`config.mk`:
```
export PLATFORM = sky130hd
export DESIGN_NAME = ls_control_unit
export DESIGN_NICKNAME = d
export VERILOG_FILES = /design/src/rtl/ls_control_unit.sv
export SDC_FILE = /design/constraint.sdc
export NUM_CORES = 1
export LEC_CHECK = 0
export ABC_AREA = 1
export CAP_MARGIN = 10
export CORE_MARGIN = 2
export CORE_UTILIZATION = 45
export DETAILED_ROUTE_END_ITERATION = 7
export GPL_TIMING_DRIVEN = 0
export PLACE_DENSITY = 0.89
export SLEW_MARGIN = 40
export SYNTH_ARGS = -nofsm -noshare
export SYNTH_HDL_FRONTEND = slang
export SYNTH_SLANG_ARGS = --single-unit
export TNS_END_PERCENT = 5
```
`constraint.sdc`:
```
create_clock -name i_clk -period 2.35 [get_ports i_clk]
set_input_delay 0.235 -clock i_clk [delete_from_list [all_inputs] [get_ports i_clk]]
set_output_delay 0.235 -clock i_clk [all_outputs]
set_load 0.05 [all_outputs]
```
`src/rtl/ls_control_unit.sv`:
```
// ---------------------------------------------------------------------------
// ls_control_unit
// Multi-cycle control unit for the load-store datapath. Accepts RISC-V
// instruction words over a valid/ready handshake, decodes LD and SD
// (funct3 = 011), and walks each one through IDLE -> DECODE -> EXEC while
// driving register selectors, the address offset and one-cycle write
// enables. Rejected encodings produce a one-cycle ILLEGAL pulse instead.
//
// Ports:
//   i_clk           clock, all state changes on the rising edge
//   i_rst_n         asynchronous active-low reset
//   i_instr_valid   instruction word on i_instr is valid
//   i_instr         32-bit RISC-V instruction word
//   o_instr_ready   unit can accept a word (high only in IDLE)
//   o_ra            Ra selector (store data source)
//   o_rb            Rb selector (base address register)
//   o_c             address offset added to Rb
//   o_rw            register-file write selector (load destination)
//   o_we_rf         register-file write enable (EXEC only)
//   o_we_mem        data-memory write enable (EXEC only)
//   o_done          one-cycle pulse, instruction retired
//   o_illegal       one-cycle pulse, instruction rejected
//   o_load_count    retired LD count (wraps)
//   o_store_count   retired SD count (wraps)
// ---------------------------------------------------------------------------
module ls_control_unit #(
    parameter int CNT_W = 16,
    parameter int OFF_W = 5
) (
    input  logic             i_clk,
    input  logic             i_rst_n,
    input  logic             i_instr_valid,
    input  logic [31:0]      i_instr,
    output logic             o_instr_ready,
    output logic [OFF_W-1:0] o_ra,
    output logic [OFF_W-1:0] o_rb,
    output logic [OFF_W-1:0] o_c,
    output logic [OFF_W-1:0] o_rw,
    output logic             o_we_rf,
    output logic             o_we_mem,
    output logic             o_done,
    output logic             o_illegal,
    output logic [CNT_W-1:0] o_load_count,
    output logic [CNT_W-1:0] o_store_count
);

    localparam logic [6:0] OPC_LD  = 7'b0000011;
    localparam logic [6:0] OPC_SD  = 7'b0100011;
    localparam logic [2:0] F3_DBL  = 3'b011;

    typedef enum logic [1:0] {
        IDLE   = 2'd0,
        DECODE = 2'd1,
        EXEC   = 2'd2
    } state_t;

    state_t             r_state;
    state_t             w_nextState;

    logic [OFF_W-1:0]   r_ra;
    logic [OFF_W-1:0]   r_rb;
    logic [OFF_W-1:0]   r_c;
    logic [OFF_W-1:0]   r_rw;
    logic               r_weRf;
    logic               r_weMem;
    logic               r_done;
    logic               r_illegal;
    logic               r_legal;
    logic               r_isLoad;
    logic [CNT_W-1:0]   r_loadCount;
    logic [CNT_W-1:0]   r_storeCount;

    logic               w_accept;
    logic               w_isStore;
    logic               w_legal;

    // The offset adder has no sign extension, so the upper immediate bits
    // [31:25] must be zero for both formats; that rejects negative offsets
    // and anything above 31.
    assign w_accept  = i_instr_valid && (r_state == IDLE);
    assign w_isStore = (i_instr[6:0] == OPC_SD);
    assign w_legal   = ((i_instr[6:0] == OPC_LD) || w_isStore) &&
                       (i_instr[14:12] == F3_DBL) &&
                       (i_instr[31:25] == 7'd0);

    // State register; reset returns straight to IDLE.
    always_ff @(posedge i_clk or negedge i_rst_n) begin
        if (!i_rst_n) begin
            r_state <= IDLE;
        end else begin
            r_state <= w_nextState;
        end
    end

    // Next-state decode. DECODE and EXEC each last exactly one cycle;
    // an illegal word returns from DECODE directly to IDLE.
    always_comb begin
        w_nextState = r_state;
        case (r_state)
            IDLE:    if (w_accept) w_nextState = DECODE;
            DECODE:  w_nextState = r_legal ? EXEC : IDLE;
            EXEC:    w_nextState = IDLE;
            default: w_nextState = IDLE;
        endcase
    end

    // Field capture, write enables, pulses and retirement counters.
    // Fields are captured only at the accept edge and then held, so the
    // Rb+C address is stable through DECODE and EXEC. A load to x0 never
    // raises WE_RF but still retires and counts.
    always_ff @(posedge i_clk or negedge i_rst_n) begin
        if (!i_rst_n) begin
            r_ra         <= '0;
            r_rb         <= '0;
            r_c          <= '0;
            r_rw         <= '0;
            r_weRf       <= 1'b0;
            r_weMem      <= 1'b0;
            r_done       <= 1'b0;
            r_illegal    <= 1'b0;
            r_legal      <= 1'b0;
            r_isLoad     <= 1'b0;
            r_loadCount  <= '0;
            r_storeCount <= '0;
        end else begin
            r_done    <= 1'b0;
            r_illegal <= 1'b0;
            case (r_state)
                IDLE: begin
                    if (w_accept) begin
                        r_legal  <= w_legal;
                        r_isLoad <= !w_isStore;
                        r_rb     <= OFF_W'(i_instr[19:15]);
                        if (w_isStore) begin
                            r_ra <= OFF_W'(i_instr[24:20]);
                            r_c  <= OFF_W'(i_instr[11:7]);
                            r_rw <= '0;
                        end else begin
                            r_ra <= '0;
                            r_c  <= OFF_W'(i_instr[24:20]);
                            r_rw <= OFF_W'(i_instr[11:7]);
                        end
                    end
                end
                DECODE: begin
                    if (r_legal) begin
                        r_weRf  <= r_isLoad && (r_rw != '0);
                        r_weMem <= !r_isLoad;
                    end else begin
                        r_illegal <= 1'b1;
                    end
                end
                EXEC: begin
                    r_weRf  <= 1'b0;
                    r_weMem <= 1'b0;
                    r_done  <= 1'b1;
                    if (r_isLoad) begin
                        r_loadCount <= r_loadCount + 1'b1;
                    end else begin
                        r_storeCount <= r_storeCount + 1'b1;
                    end
                end
                default: begin
                    r_weRf  <= 1'b0;
                    r_weMem <= 1'b0;
                end
            endcase
        end
    end

    assign o_instr_ready = (r_state == IDLE);
    assign o_ra          = r_ra;
    assign o_rb          = r_rb;
    assign o_c           = r_c;
    assign o_rw          = r_rw;
    assign o_we_rf       = r_weRf;
    assign o_we_mem      = r_weMem;
    assign o_done        = r_done;
    assign o_illegal     = r_illegal;
    assign o_load_count  = r_loadCount;
    assign o_store_count = r_storeCount;

endmodule

```
==> results of run 1 <==
worst paths after layout:
path	slack (ns)	cells past startpoint	from	to
max	0.26	2	r_state[1]	o_instr_ready
min	0.35	2	i_rst_n	o_load_count[15]
max reg2reg	0.97	8	o_store_count[0]	o_store_count[8]
min reg2reg	0.49	2	o_rb[4]	o_rb[4]
max in group asynchronous	1.50	3	i_rst_n	o_c[0]
min in group i_clk	0.45	3	i_instr[15]	o_rb[0]
sequential cells by signal, indices dropped and copies added (netlist names):
register,count
r_isLoad,1
o_ra,5
o_we_mem,1
o_done,1
o_rb,5
o_illegal,1
o_load_count,16
o_store_count,16
r_state,2
r_legal,1
o_c,5
o_rw,5
o_we_rf,1
routing by layer:
| layer | track usage | wire [um] | vias up |
|---|---|---|---|
| li1 | - | - | 1313 |
| met1 | 0.248 | 2960 | 1270 |
| met2 | 0.352 | 3530 | 88 |
| met3 | 0.0590 | 480 | 9 |
| met4 | 0.0722 | 90 | 0 |
| met5 | 0 | 0 | - |
cell type report:
class	count	area (um2)	area share
repair buffers	93	938	0.227
inverters	48	181	0.0438
flip-flops and latches	60	1500	0.362
plain buffers	5	36.3	0.00876
multi-input cells	240	1190	0.286
well taps	77	96.3	0.0233
clock buffers	14	173	0.0417
clock inverters	1	30.0	0.00725
worst max-delay path, delay by kind of cell (launching register included):
family | cells | cell delay [ns]
buf+inv | 1 | 0.84
flops | 1 | 0.48
simple gates | 1 | 0.22
logic make-up (layout without fill, tap and decap cells):
kind of cell / count (synthesis) / in the layout
DFF: 60 / 60
buffers and inverters: 53 / 161
adders and majority gates: 2 / 2
xor gates and xnor gates: 18 / 18
and+or+nand+nor: 203 / 203
AOI/OAI and AO/OA: 17 / 17
placed cells by master (no fill, tap or decap), drive strengths merged, types with 2 or more instances in the layout:
cell type and count:
clkdlybuf4s50 90, ha 2, xnor2 12, dfrtp 60, o22ai 3, nand4 12, nor2 34, clkbuf 14
o21ai 14, nand3 29, buf 7, nand2 120, nor3 7, xor2 6, inv 47
power by group through the flow:
stage	clock network, W	logic, W	registers, W
final	0.000943	0.000385	0.00110
after global routing	0.00101	0.000412	0.00110
after CTS	0.000959	0.000388	0.00110
after detailed placement	0	0.000386	0.00112
after global placement	0	0.000376	0.00112
after floorplan	0	0.0000768	0.00124
metrics by stage:
step / setup slack, ns / total power (W) / std cells / utilization
6_report: 0.259 / 0.00243 / 538 / 0.656
5_1_grt: 0.196 / 0.00252 / 538 / 0.656
4_1_cts: 0.234 / 0.00245 / 538 / 0.656
3_5_place_dp: 0.588 / 0.00150 / 522 / 0.622
3_3_place_gp: -0.851 / 0.00149 / 521 / 0.620
2_1_floorplan: 0.670 / 0.00132 / 353 / -
==> results summary, run 1 <==
Relative to the synthesized area, the layout overhead comes to 42.6%. Counting the buffers created by CTS gives 9. Walking the worst path, the cells encountered are nor2_2 -> clkdlybuf4s50_1.

In the routed layout, each cell is associated on average with a via count of ~5. For this configuration, the core starts out at a cell density of 0.460. The total non-filler cell area in the finished layout came out at 4140 um2. The count of inserted antenna diode cells is 0. Max-cap violations in this run came to 0. The clock edge transition at the registers on the reported setup and hold paths is approximately 0.070 ns. The number of vias after detailed routing is ~2700. The maximum single-stage delay on the critical path is approximately 0.84 ns. The post-cts gate resize count came out at 0. Once detailed placement completed, the half-perimeter wirelength came to about 5400 um.

The global-route wire length before repair is between 10000 and 15000 um. Setup violations remaining at the end of the flow were counted as 0. The simple-gate area share of the yosys netlist came out at 0.315. After clock tree synthesis, the setup repair step added 0 buffers. The part of the power in registers is 0.453.

The die is 84.4 um wide. The number of antenna violations at the first check in global routing came out at 0. The die height is 84.4 um. Counting flops with an async set or reset pin after synthesis yields a share of 1.00.

The most used flip-flop cell after synthesis is sky130_fd_sc_hd__dfrtp_1. Yosys attributes the largest share of cell area to sky130_fd_sc_hd__dfrtp_1 52%, sky130_fd_sc_hd__nand2_1 15%, sky130_fd_sc_hd__inv_1 5.8%. Internal power comes to approximately 0.0018 W. For the pin with the worst max-slew slack, the measured transition is about 0.53 ns. Of the cells placed in the final design, the portion with a size suffix greater than 1 is 0.0803. The worst-case IR drop observed on VDD is about 0.00046 V. The minimum hold slack is 0.350 ns. The normalized max-slew margin is 0.646. The placement-stage cell area is 3930 um2.

The share of total power in the clock network is 0.388. The cell type of the slowest stage on the worst timing path is sky130_fd_sc_hd__clkdlybuf4s50_1. The number of enable flip-flop cells after synthesis came out at 0. The area share of xor/xnor cells in the synthesized design came out at 0.0543. The count of standard-cell rows is 29. The global placer's final weighted congestion is approximately 0.84. The maximum fanout along the worst path is 6. The total track usage came out at 0.205. Of the total power, combinational logic draws 0.159. The most area-hungry cell type in the Yosys netlist is sky130_fd_sc_hd__dfrtp_1. The clock skew after layout is 0.0116 ns.

The worst setup path is captured at a primary output. The post-route minimum period came out at ~2.1 ns. The maximum number of pins on one net before global-route repair came out at 39. The arrival time of the worst setup path is around 1.9 ns.

The longest clock path from root to sink contains 2 buffers. The number of failing hold endpoints at the final stage came out at 0. The setup TNS is 0 ns. The top achievable clock speed is 478 MHz.

The complex-gate fraction of the synthesized area was 0.0306. Data on the critical path is required at its endpoint by between 2 and 2.5 ns. The number of DRC violations after detailed routing is 0. The element type at the critical path start is a flop. The clock network latency to the later pin of the worst-skew pair came out at approximately 0.32 ns. The sequential share of the synthesized area came out at 0.517. The fraction of power spent switching nets is 0.262.

The via count of the first global-routing pass is about 2700. The main combinational cell family by area after synthesis is simple AND/OR/NAND/NOR gates. The analysis attributes to cell leakage a power of between 1.5 and 2 nW. For this run, the number of Yosys warnings is 0.

Global routing finished with a remaining overflow of 0. The register bit count reported by yosys is 60. The total wirelength of the detailed-routed design is ~7000 um.

Synthesis instantiated 24 different standard cells from the library. TritonCTS built the clock tree. Before antenna repair, the detailed router went through 4 iterations. The final-report max-slew violation count was 0. The number of primary I/O pins came out at 92. The instance count of the mapped netlist is ~350.

For this run, the post-layout net count is slightly below 500. The number of nets still failing antenna checks after routing is 0. The share of synthesized area in the top cell type comes to 0.517. The total area inside the core boundary comes to roughly 6300 um2. Of the available clock period, the critical path in the final layout requires 0.890. The number of nets handed over by synthesis was a little under 400. The number of H-tree levels is 3. The hold buffer count at cts came out at 1.

The tree is rooted in a sky130_fd_sc_hd__clkbuf_8. The area enclosed by the die boundary is between 7000 and 8000 um2. The TritonCTS sink count is 60. The switching power total came out at 0.000636 W. Sorting the synthesized cells by how often they occur yields 118 x sky130_fd_sc_hd__nand2_1, 60 x sky130_fd_sc_hd__dfrtp_1, 45 x sky130_fd_sc_hd__inv_1. The area of the mapped netlist came out at 2910 um2.

The adder-cell area share of the yosys netlist came out at 0.00861. During placement, the flow inserted port buffers numbering around 90. Yosys instantiated no cell more often than sky130_fd_sc_hd__nand2_1. Setup repair after global routing left no endpoint under its margin. The filler cell count in the final layout came out at around 530. After synthesis, the share of cell area in mux cells is 0. The flow ran to the end, and the final reports show no timing, DRC or antenna violations.

The average instance area after synthesis is roughly 8.2 um2. The path class of the tightest hold or removal check is primary input to async pin. The power density over the cells came out at approximately 590 nW/um2.

The routed length per placed instance is around 13 um. The critical path in this run is classified as flop to primary output. The DRC marker count from the first detailed-route iteration is 159.
Power figures use the tool's default switching activity.
==> inputs of run 2 (changes only) <==
--- a/config.mk
+++ b/config.mk
@@ -7,7 +7,7 @@
 export LEC_CHECK = 0
 export ABC_AREA = 1
 export CAP_MARGIN = 10
-export CORE_MARGIN = 2
+export CORE_MARGIN = 4
 export CORE_UTILIZATION = 45
 export DETAILED_ROUTE_END_ITERATION = 7
 export GPL_TIMING_DRIVEN = 0
==> run 2 against run 1 <==
Die area rose by 9.7%. Register-to-register slack improved by 0.02 ns. Sequential power barely moved. Hold slack improved by 0.0019 ns. Clock-buffer cell count fell by 3. Largest cell class unchanged. Core utilization rose by 0.22 points. Non-clock buffer count did not move. Routed wire length rose by 1.7%. Clock skew fell by 0.0048 ns.
==> results summary, run 2 (synthesis gave the netlist of run 1 again) <==
The depth of the most critical reg-to-reg path came to 5 (-3). The share of total power in the clock network is 0.407 (+0.019). The filler cell count in the final layout was 530 (+0.38%). The endpoint of the most critical register-to-register path is o_store_count[7].

The largest vdd supply drop came out at 0.000435 V (-5.9%). The die height came to 88.4 um (+4.7%). The most critical setup path has its endpoint at o_instr_ready.

The switching power total came out at 0.000667 W (+4.9%). STA classifies the critical path endpoint as a primary output. The number of buffers added by the clock tree synthesis step was 9 (unchanged).

The number of antenna violations at the first check in global routing is 0 (unchanged). The startpoint identified for the worst register-to-register timing path is r_isLoad. The worst setup path is launched from a flop. Setup repair after global routing left no endpoint under its margin. The effective utilization at floorplan came to 0.460 (unchanged). The data required time of the worst path came out at 2.12 ns (about the same).

The TritonCTS sink count was 60 (unchanged). The internal power consumption came out at 0.00184 W (+2.7%). The setup TNS is 0 ns (unchanged). The flow ran to the end, and the final reports show no timing, DRC or antenna violations. The maximum number of pins on one net before global-route repair was 38 (-2.6%). The post-layout total power came out at 0.00251 W (+3.3%). The critical path in this run is classified as flop to primary output. The final-report max-slew violation count came out at 0 (unchanged). The part of the power in registers came out at 0.439 (-0.014). The worst path setup slack after routing is 0.265 ns (+0.00603 ns). The horizontal die dimension is 88.4 um (+4.7%). The number of H-tree levels is 3 (unchanged). The share of the clock period used by the worst path came out at 0.887 (-0.00257). The number of endpoints failing setup at the final stage is 0 (unchanged). The static leakage came to 2.00 nW (+0.52%).

The worst hold path belongs to the class primary input to async pin. The core footprint was 6310 um2 (unchanged). The number of vias after detailed routing is 2617 (-2.4%). The sum of overflow across all layers after global routing was 0 (unchanged).

The routed length per placed instance is 13.3 um (+1.5%). The count of TritonRoute iterations in the first routing pass is 4 (unchanged). The post-detailed-placement half-perimeter wirelength is 5650 um (+4.5%). The post-route minimum period came out at 2.09 ns (-0.00603 ns). The number of primary I/O pins is 92 (unchanged). The number of failing hold endpoints at the final stage was 0 (unchanged). The count of standard-cell rows is 29 (unchanged).

The top cell types in the final layout, fill and taps aside, are 118 x sky130_fd_sc_hd__nand2_1, 90 x sky130_fd_sc_hd__clkdlybuf4s50_1, 60 x sky130_fd_sc_hd__dfrtp_1. The top achievable clock speed came to 480 MHz (+0.29%). The via count of the first global-routing pass is 2713 (+1.9%). The minimum hold slack came out at 0.352 ns (+0.00190 ns). The actual transition at the worst max-transition pin is 0.547 ns (+0.0178 ns).

The area enclosed by the die boundary is 7810 um2 (+9.7%). The global placer's final weighted congestion is 0.896 (+6.1%). The CTS tree is done. The number of DRC violations after detailed routing came out at 0 (unchanged). The maximum fanout along the worst path came out at 6 (unchanged). The post-cts gate resize count is 0 (unchanged). The power density over the cells was 603 nW/um2 (+2.9%). The total wirelength of the detailed-routed design came out at 7180 um (+1.7%). The total track usage was 0.203 (-0.00234).

The layout cell share with drive strength beyond 1 came out at 0.0844 (+0.00416). The library cell used most frequently in the layout, excluding fill and tap cells, is sky130_fd_sc_hd__nand2_1. The arrival time of the worst setup path was 1.85 ns (about the same). The count of inserted antenna diode cells came to 0 (unchanged). The global-route wire length before repair is 12200 um (+2.4%). The root buffer cell is sky130_fd_sc_hd__clkbuf_8. The normalized max-slew margin came to 0.634 (-0.0119). The pre-CTS setup slack was 0.595 ns (+0.00692 ns). The number of max-cap violations is 0 (unchanged). The maximum clock path buffer count came out at 2 (unchanged). The clock edge transition at the registers on the reported setup and hold paths came to 0.06 ns (about the same). The DRC marker count from the first detailed-route iteration came out at 110 (-31%). Compared with the post-synthesis result, the final layout area differs by 43.1%. The fraction of power spent switching nets is 0.266 (+0.00417).

The proportion of power drawn by combinational gates is 0.154 (-0.005). The number of vias per cell after detailed routing came to 4.86 (-2.5%). The count of nets after finishing came to 494 (unchanged). The register-to-register path setup slack is 0.99 ns (+0.02 ns). The port buffer count came to 91 (unchanged). The clock network latency to the later pin of the worst-skew pair came out at 0.33 ns (about the same). The clock skew after layout was 0.00685 ns (-0.00479 ns). Tracing the worst setup path back leads to its startpoint at r_state[1]. The number of nets still failing antenna checks after routing came out at 0 (unchanged).
-- run 2: stage by stage --
stage	util	instance area (um2)	cells
after detailed placement	0.622	3930	522
after global routing	0.658	4160	539
after floorplan	-	2910	353
after global placement	0.620	3910	521
final	0.658	4160	539
after CTS	0.658	4160	539
-- run 2: layout make-up --
cell class,count,area [um2],share of cell area
clock inverter,5,75.1,0.0181
inverter,48,181,0.0436
clock buffer,11,141,0.0340
tap,77,96.3,0.0232
buffer,5,36.3,0.00873
multi-input combinational,240,1190,0.285
timing repair buffer,93,938,0.226
sequential,60,1500,0.361
-- run 2: how the worst min path moves through the flow --
stage	startpoint	end	cells after the start
6_report	i_rst_n	o_load_count[15]	2
5_1_grt	i_rst_n	o_store_count[8]	2
4_1_cts	i_rst_n	o_store_count[14]	2
3_5_place_dp	i_rst_n	o_load_count[15]	1
3_3_place_gp	o_rb[4]	o_rb[4]	2
2_1_floorplan	i_rst_n	o_c[0]	0
-- run 2: timing repair --
action	CTS	global route
hold buffers	1	0
setup buffers	0	0
hold endpoints to repair	23	0
-- run 2: routing by layer --
| metal | wire (um) | global-route usage |
|---|---|---|
| met4 | 80 | 0.0701 |
| met2 | 3550 | 0.339 |
| met5 | 0 | 0 |
| met3 | 619 | 0.0829 |
| met1 | 2930 | 0.237 |
-- run 2: power by group through the flow --
stage                     registers, W  logic [W]  clock network [W]
after floorplan                0.00124  0.0000768                  0
after global placement         0.00112   0.000377                  0
after detailed placement       0.00112   0.000388                  0
after CTS                      0.00110   0.000390            0.00104
after global routing           0.00110   0.000413            0.00110
final                          0.00110   0.000386            0.00102
-- run 2: critical path: stages, from the launching register on --
cell                              delay [ns]
sky130_fd_sc_hd__dfrtp_1                0.48
sky130_fd_sc_hd__nor2_2                 0.21
sky130_fd_sc_hd__clkdlybuf4s50_1        0.84
==> inputs of run 3 (changes only) <==
--- a/config.mk
+++ b/config.mk
@@ -12,7 +12,6 @@
 export DETAILED_ROUTE_END_ITERATION = 7
 export GPL_TIMING_DRIVEN = 0
 export PLACE_DENSITY = 0.89
-export SLEW_MARGIN = 40
 export SYNTH_ARGS = -nofsm -noshare
 export SYNTH_HDL_FRONTEND = slang
 export SYNTH_SLANG_ARGS = --single-unit
==> run 3 against run 2 <==
Combinational power hardly changed. Register-to-register slack hardly changed. Routed wire length is 0.33% higher. Hold slack better by 0.080 ns. Global-route usage stayed put.
==> results summary, run 3 (synthesis gave the netlist of run 1 again) <==
The flow ran to the end, and the final reports show no timing, DRC or antenna violations. The final-report max-slew violation count came to 0 (unchanged). The tree is rooted in a sky130_fd_sc_hd__clkbuf_8. The post-route minimum period is 2.09 ns (+0.00255 ns).

The routed length per placed instance is 13.4 um (+0.33%). The maximum single-stage delay on the critical path is 0.84 ns (about the same). The count of standard-cell rows came out at 29 (unchanged). The worst setup path category is flop to primary output. The layout cell share with drive strength beyond 1 is 0.0844 (unchanged). The core footprint came out at 6310 um2 (unchanged). The CTS tree is done. The clock edge transition at the registers on the reported setup and hold paths came to 0.07 ns (about the same).

The count of nets after finishing was 494 (unchanged). The minimum hold slack came out at 0.432 ns (+0.0802 ns). The register-to-register path setup slack came to 0.99 ns (about the same). For this design, the slowest cell found on the critical path is sky130_fd_sc_hd__clkdlybuf4s50_1. The number of DRC violations after detailed routing came out at 0 (unchanged). The share of the clock period used by the worst path came out at 0.888 (+0.00108).

The maximum clock path buffer count came out at 2 (unchanged). The port buffer count is 91 (unchanged). The number of max-cap violations came to 0 (unchanged). The actual transition at the worst max-transition pin came out at 0.567 ns (+0.0205 ns). The combined buffer and inverter count along the critical path came out at 1 (unchanged). The number of antenna violations at the first check in global routing is 0 (unchanged). The die height is 88.4 um (unchanged). In the layout the commonest cells are 118 x sky130_fd_sc_hd__nand2_1, 90 x sky130_fd_sc_hd__clkdlybuf4s50_1, 60 x sky130_fd_sc_hd__dfrtp_1. The count of inserted antenna diode cells is 0 (unchanged). The clock network latency to the later pin of the worst-skew pair came to 0.33 ns (about the same). The number of vias per cell after detailed routing came out at 4.90 (+0.88%). The sum of overflow across all layers after global routing came out at 0 (unchanged).

The total wirelength of the detailed-routed design came to 7200 um (+0.33%). The maximum number of pins on one net before global-route repair is 38 (unchanged). The number of nets still failing antenna checks after routing is 0 (unchanged).

The setup TNS is 0 ns (unchanged). The TritonCTS sink count was 60 (unchanged). The path class of the tightest hold or removal check is primary input to async pin. The clock skew after layout is 0.00666 ns (-0.000187 ns). The placement-stage cell area came out at 3930 um2 (about the same). The maximum fanout along the worst path is 6 (unchanged).

The power density over the cells is 603 nW/um2 (about the same). The number of primary I/O pins is 92 (unchanged). Setup repair after global routing left no endpoint under its margin. The largest vdd supply drop came out at 0.000537 V (+23%).

The global placer's final weighted congestion came out at 0.896 (unchanged). The number of H-tree levels is 3 (unchanged). The arrival time of the worst setup path was 1.85 ns (about the same). The number of vias after detailed routing is 2640 (+0.88%). The total non-filler cell area in the finished layout came to 4150 um2 (about the same). The static leakage is 2.00 nW (about the same). The global-route wire length before repair was 12100 um (-0.51%).

The number of endpoints failing setup at the final stage came out at 0 (unchanged). The normalized max-slew margin is 0.622 (-0.0125). The data required time of the worst path was 2.12 ns (about the same). The buffer count from post-CTS setup fixing is 0 (unchanged).

The area enclosed by the die boundary came out at 7810 um2 (unchanged). The number of buffers added by the clock tree synthesis step came out at 9 (unchanged). The post-detailed-placement half-perimeter wirelength came out at 5640 um (-0.29%).

The horizontal die dimension came to 88.4 um (unchanged). The count of TritonRoute iterations in the first routing pass came to 4 (unchanged). The area growth from synthesis to layout is 43.0% (about the same). The top achievable clock speed came out at 479 MHz (-0.12%). The effective utilization at floorplan is 0.460 (unchanged). The worst setup path is launched from a flop. The signal on the critical path passes through nor2_2 -> clkdlybuf4s50_1. The via count of the first global-routing pass came out at 2732 (+0.70%).

The most common cell after layout, fill and taps aside is sky130_fd_sc_hd__nand2_1. The number of failing hold endpoints at the final stage came to 0 (unchanged). The DRC marker count from the first detailed-route iteration came out at 152 (+38%). The category of cells accounting for the largest share of critical-path delay is buffers and inverters. The post-layout total power is 0.00251 W (about the same). The endpoint class of the critical path is a primary output.

The total track usage was 0.203 (unchanged).
==> run 3: per-layer routing <==
layer / part of all wire / GRT usage / up-vias / wire, um
met4: 0.017 / 0.0920 / 0 / 126
li1: - / - / 1310 / -
met1: 0.40 / 0.230 / 1215 / 2910
met3: 0.087 / 0.0745 / 13 / 630
met2: 0.49 / 0.342 / 102 / 3540
met5: 0 / 0 / - / 0
==> run 3: final cells by class <==
cell class / count / area, um2
repair buffers: 93 / 936
plain buffers: 5 / 36.3
clock inverters: 5 / 75.1
flip-flops and latches: 60 / 1500
clock buffers: 11 / 141
inverters: 48 / 181
well taps: 77 / 96.3
multi-input cells: 240 / 1190
fillers: 533 / 2160
==> run 3: timing repair <==
item                      in CTS  in global routing
hold buffers                   1                  0
hold endpoints to repair      23                  0
resized for setup              0                  0
==> run 3: power by group <==
group / switching (W) / internal [W] / total [W]
sequential: 0.0000285 / 0.00107 / 0.00110
clock: 0.000400 / 0.000621 / 0.00102
combinational: 0.000239 / 0.000146 / 0.000385
total: 0.000668 / 0.00184 / 0.00251
==> run 3: worst paths after layout <==
path                                          end        start  cells past startpoint
worst min-delay path            o_store_count[11]      i_rst_n                      2
min in group i_clk                        o_rb[4]  i_instr[19]                      3
worst max-delay path                o_instr_ready   r_state[1]                      2
worst min register to register            o_ra[1]      o_ra[1]                      2
worst max register to register   o_store_count[7]     r_isLoad                      5
max in group asynchronous                  o_c[2]      i_rst_n                      3
==> run 3: stage by stage <==
step | util | setup WS (ns) | cells
5_1_grt | 0.658 | 0.170 | 539
2_1_floorplan | - | 0.670 | 353
3_3_place_gp | 0.620 | -0.846 | 521
3_5_place_dp | 0.622 | 0.595 | 522
4_1_cts | 0.658 | 0.224 | 539
6_report | 0.658 | 0.262 | 539
